$ cat config.mk
export PLATFORM = sky130hd
export DESIGN_NAME = data_transmitter
export DESIGN_NICKNAME = d
export VERILOG_FILES = /design/src/rtl/data_transmitter.sv
export SDC_FILE = /design/constraint.sdc
export NUM_CORES = 1
export LEC_CHECK = 0
export CAP_MARGIN = 10
export CORE_MARGIN = 2
export CORE_UTILIZATION = 50
export CTS_CLUSTER_DIAMETER = 80
export DETAILED_ROUTE_END_ITERATION = 8
export PLACE_DENSITY_LB_ADDON = 0.12
export SETUP_SLACK_MARGIN = 0.15
export SLEW_MARGIN = 20
export SYNTH_ARGS = -nofsm -noshare
export SYNTH_HDL_FRONTEND = slang
export SYNTH_SLANG_ARGS = --single-unit
$ cat constraint.sdc
create_clock -name clk -period 1.8 [get_ports clk]
set_clock_uncertainty 0.05 [all_clocks]
set_input_delay 0.27 -clock clk [delete_from_list [all_inputs] [get_ports clk]]
set_output_delay 0.27 -clock clk [all_outputs]
set_load 0.01 [all_outputs]
$ cat src/rtl/data_transmitter.sv
// rtl/data_transmitter.sv - serialises a 32-bit word into four MSB-first byte strobes
// with link back-pressure and a programmable inter-byte gap.
module data_transmitter #(
  parameter int GAP_CYCLES = 2
) (
  input  logic        clk,
  input  logic        rst_n,
  input  logic [31:0] in_data,
  input  logic        in_data_ready,
  input  logic        in_tx_busy,
  output logic [7:0]  out_data,
  output logic        out_data_ready,
  output logic        out_busy,
  output logic        out_dropped
);

  localparam int CW = (GAP_CYCLES > 1) ? $clog2(GAP_CYCLES) : 1;

  typedef enum logic [1:0] {IDLE, SEND, GAP} state_t;

  state_t          state;
  logic [31:0]     shreg;
  logic [2:0]      byte_idx;
  logic [CW-1:0]   gap_cnt;

  always_ff @(posedge clk or negedge rst_n) begin
    if (!rst_n) begin
      state          <= IDLE;
      shreg          <= '0;
      byte_idx       <= '0;
      gap_cnt        <= '0;
      out_data       <= '0;
      out_data_ready <= 1'b0;
      out_busy       <= 1'b0;
      out_dropped    <= 1'b0;
    end else begin
      out_data_ready <= 1'b0;
      // Any request while a word is in flight is refused; the current word is untouched.
      out_dropped    <= in_data_ready && (state != IDLE);
      case (state)
        IDLE: begin
          if (in_data_ready) begin
            shreg    <= in_data;
            byte_idx <= '0;
            out_busy <= 1'b1;
            state    <= SEND;
          end
        end
        SEND: begin
          if (!in_tx_busy) begin
            out_data       <= shreg[31:24];
            shreg          <= {shreg[23:0], 8'h00};
            out_data_ready <= 1'b1;
            byte_idx       <= byte_idx + 3'd1;
            if (GAP_CYCLES > 0) begin
              gap_cnt <= CW'(GAP_CYCLES - 1);
              state   <= GAP;
            end else if (byte_idx == 3'd3) begin
              out_busy <= 1'b0;
              state    <= IDLE;
            end
          end
        end
        GAP: begin
          if (gap_cnt != '0) begin
            gap_cnt <= gap_cnt - CW'(1);
          end else if (byte_idx == 3'd4) begin
            // byte_idx reaches 4 only after the last byte of the word went out
            out_busy <= 1'b0;
            state    <= IDLE;
          end else begin
            state <= SEND;
          end
        end
        default: state <= IDLE;
      endcase
    end
  end

endmodule

==> results.cfg <==
[logic_synthesis]
synth_top_cell_by_area = dfrtp_1
synth_mux_area_share_pct = 15.50
synth_common_cells = 49 x dfrtp_1, 27 x a21oi_1, 25 x mux2i_1
synth_top_area_share_pct = 55.84
ys_warn_count = 0
synth_enable_flop_cells = 0
synth.area.top_cells = dfrtp_1 56%, mux2i_1 11%, a21oi_1 6.2%
synth_area_per_cell_sq_um = 11.93
synthDistinctLibCells = 22
yosysMostFrequentCell = dfrtp_1
synth_cells = 184
synth_area_sq_um = 2196
syn_nets = 222
synth_xor_area_share_pct = 0
ys.flop_type = dfrtp_1
ys_ff_latch = 49
synth_compound_gate_area_share_pct = 11.74
ys_async_sr_fraction_pct = 100.0
ys_seq_area_share_pct = 55.84
synth_top_family_by_area = multiplexers
synth_fa_ha_area_share_pct = 1.140
synth-simple-area-share_pct = 9.744

[timing]
max_freq_mhz = 641.9
slew_violations = 0
rsz0062_at_grt = false
worst_pin_slew_ns = 0.5396
layout_min_cycle_time_ns = 1.558
layout_setup_ws_ns = 0.2420
hold_viol = 0
period_share_pct = 86.56
setup_viol = 0
relSlewSlack_pct = 64.02
hold_ws_ns = 0.4325
setup_tns_ns = 0

[cells_and_area]
post-route-util_pct = 66.67
area_growth_pct = 30.37
diodes = 0
nFillCells = 315
drive_above_1_share_pct = 15.00
fin_nets = 277
finalInstanceArea_sq_um = 2863
instances_no_fill = 292

[cts]
root_buffer = clkbuf_8
postCtsSetupBuffers = 0
clk_pin_slew_worst_paths_ns = 0.09
tritoncts = yes
cts_buffers = 5
clock_path_buffers = 2
cts-resized-gates = 0
htree_levels = 2
cts.sinks = 49
clk_latency_ns = 0.29

[worst_hold_path]
hold_class = in2async

[power_and_ir_drop]
pwr-share-seq_pct = 41.0
comb_power_share_pct = 45.1
p_total_mw = 4.717
p_per_area_nw_per_um2 = 1648
peakVddDrop_v = 0.0008210
pwr-share-clk_pct = 13.9
p_int_mw = 3.077
power.switching_mw = 1.640
p_leak_nw = 1.290
p_sw_share_pct = 34.77

[die]
start_util_pct = 51.14
die_area_sq_um = 4938
die-width_um = 70.27
core_sq_um = 4294
die_h_um = 70.27
core.rowCount = 24
ioPinCount = 47

[route]
firstDrtPassIters = 4
vias = 1588
drt_iter0_markers = 132
ant_nets = 0
totalWireLength_um = 4259
wire_per_inst_um = 14.59
via_per_inst = 5.438
remaining_drc_errors = 0

[critical_path]
regToRegSetupSlack_ns = 0.24
cp_slowest_stage_delay_ns = 0.46
cp_num_buf_inv = 1
cp-end-kind = flop
worstSetupPathType = reg2reg
crit_family = flip-flops
required_ns = 1.93
path_cells = nor3b_4, buf_4, mux2_2
cp.arrival_ns = 1.69
start_kind = flop
crit_slowest_cell = dfrtp_1
crit_path_max_fanout = 8

[global_route]
grt_max_degree = 28
overflow = 0
grtUsageTotal_pct = 18.87
antenna_found_initial = 0
grt_pass1_vias = 1595
grt_pass1_wl_um = 7362

[placed_design]
io_buffers = 46
place_area_sq_um = 2756
gp_congestion = 0.7453
dpl.hpwl_um = 3148
dp_cells = 283
dp_slack_ns = -0.06393

[job]
max_cap_violations = 0

[outcome]
status = finished, final reports clean
worst register-to-register path: cells and delay by family (launching register included):
family | cells | cell delay [ns]
DFF | 1 | 0.46
buffers and inverters | 1 | 0.24
muxes | 1 | 0.34
and+or+nand+nor | 1 | 0.37
repair_timing:
action	CTS	global route
endpoints found under the setup margin	0	2
hold endpoints to repair	22	0
hold buffers	1	0
per-layer routing:
layer / GRT usage, % / routed length (um) / part of all wire [%] / up-vias
met4: 5.128 / 30 / 0.70 / 0
met3: 4.185 / 225 / 5.3 / 4
li1: - / - / - / 771
met2: 29.45 / 2015 / 47 / 49
met1: 26.75 / 1987 / 47 / 764
met5: 0 / 0 / 0 / -
area by class of cell:
class                      count  area [sq um]  share of cell area, %
inverter                       4         15.01                 0.5245
tap                           52         65.06                  2.273
multi-input combinational    116         837.1                  29.24
clock inverter                 2         13.76                 0.4808
clock buffer                   6         82.58                  2.885
timing repair buffer          63         623.1                  21.77
sequential                    49          1226                  42.83
registers in the layout, summed over array words and instances (netlist names):
name / cells
out_busy: 1
out_data: 8
shreg: 32
gap_cnt: 1
byte_idx: 3
state: 2
out_data_ready: 1
out_dropped: 1
power by group through the flow:
stage	Clock, mW	Combinational [mW]	Sequential (mW)
floorplan	0	1.50	1.91
global placement	0	2.07	1.93
detailed placement	0	2.14	1.96
CTS	0.681	2.15	1.93
global route	0.740	2.33	2.00
finish	0.654	2.13	1.93
final timing paths:
| check | from | endpoint | cells after the start |
|---|---|---|---|
| worst min register to register | shreg[3] | shreg[3] | 1 |
| worst max register to register | state[1] | out_data[3] | 3 |
| worst max-delay path | state[1] | out_data[3] | 3 |
| max in group asynchronous | rst_n | shreg[16] | 3 |
| worst min-delay path | rst_n | out_data_ready | 2 |
| min in group clk | shreg[3] | shreg[3] | 1 |
kinds of logic after synthesis:
kind of cell    count (synthesis)
buf+inv                        19
simple gates                   38
mux                            33
fa+ha+maj                       2
flops                          49
compound gates                 43
cells in the final DEF (no fill, tap or decap):
cell type / synthesis / routed
nor2b_1: 2 / 2
inv_1: 4 / 4
a22o_1: 9 / 9
nand3_1: 1 / 1
dfrtp_1: 49 / 49
nand2_1: 4 / 4
buf_4: 7 / 13
nor2_1: 3 / 3
o31ai_1: 1 / 1
nor3b_4: 2 / 2
buf_12: 0 / 3
o21a_1: 1 / 1
a31o_2: 1 / 1
o21ai_0: 4 / 4
or2_1: 1 / 1
a21oi_1: 27 / 27
dlygate4sd3_1: 0 / 1
nor3_1: 24 / 24
clkdlybuf4s50_1: 0 / 45
ha_1: 2 / 2
mux2_2: 8 / 8
clkinv_4: 0 / 1
nand2b_1: 1 / 1
clkinv_2: 0 / 1
mux2i_1: 25 / 25
buf_2: 4 / 1
clkbuf_8: 0 / 6
Note: power is estimated with default switching activity, not from simulation.
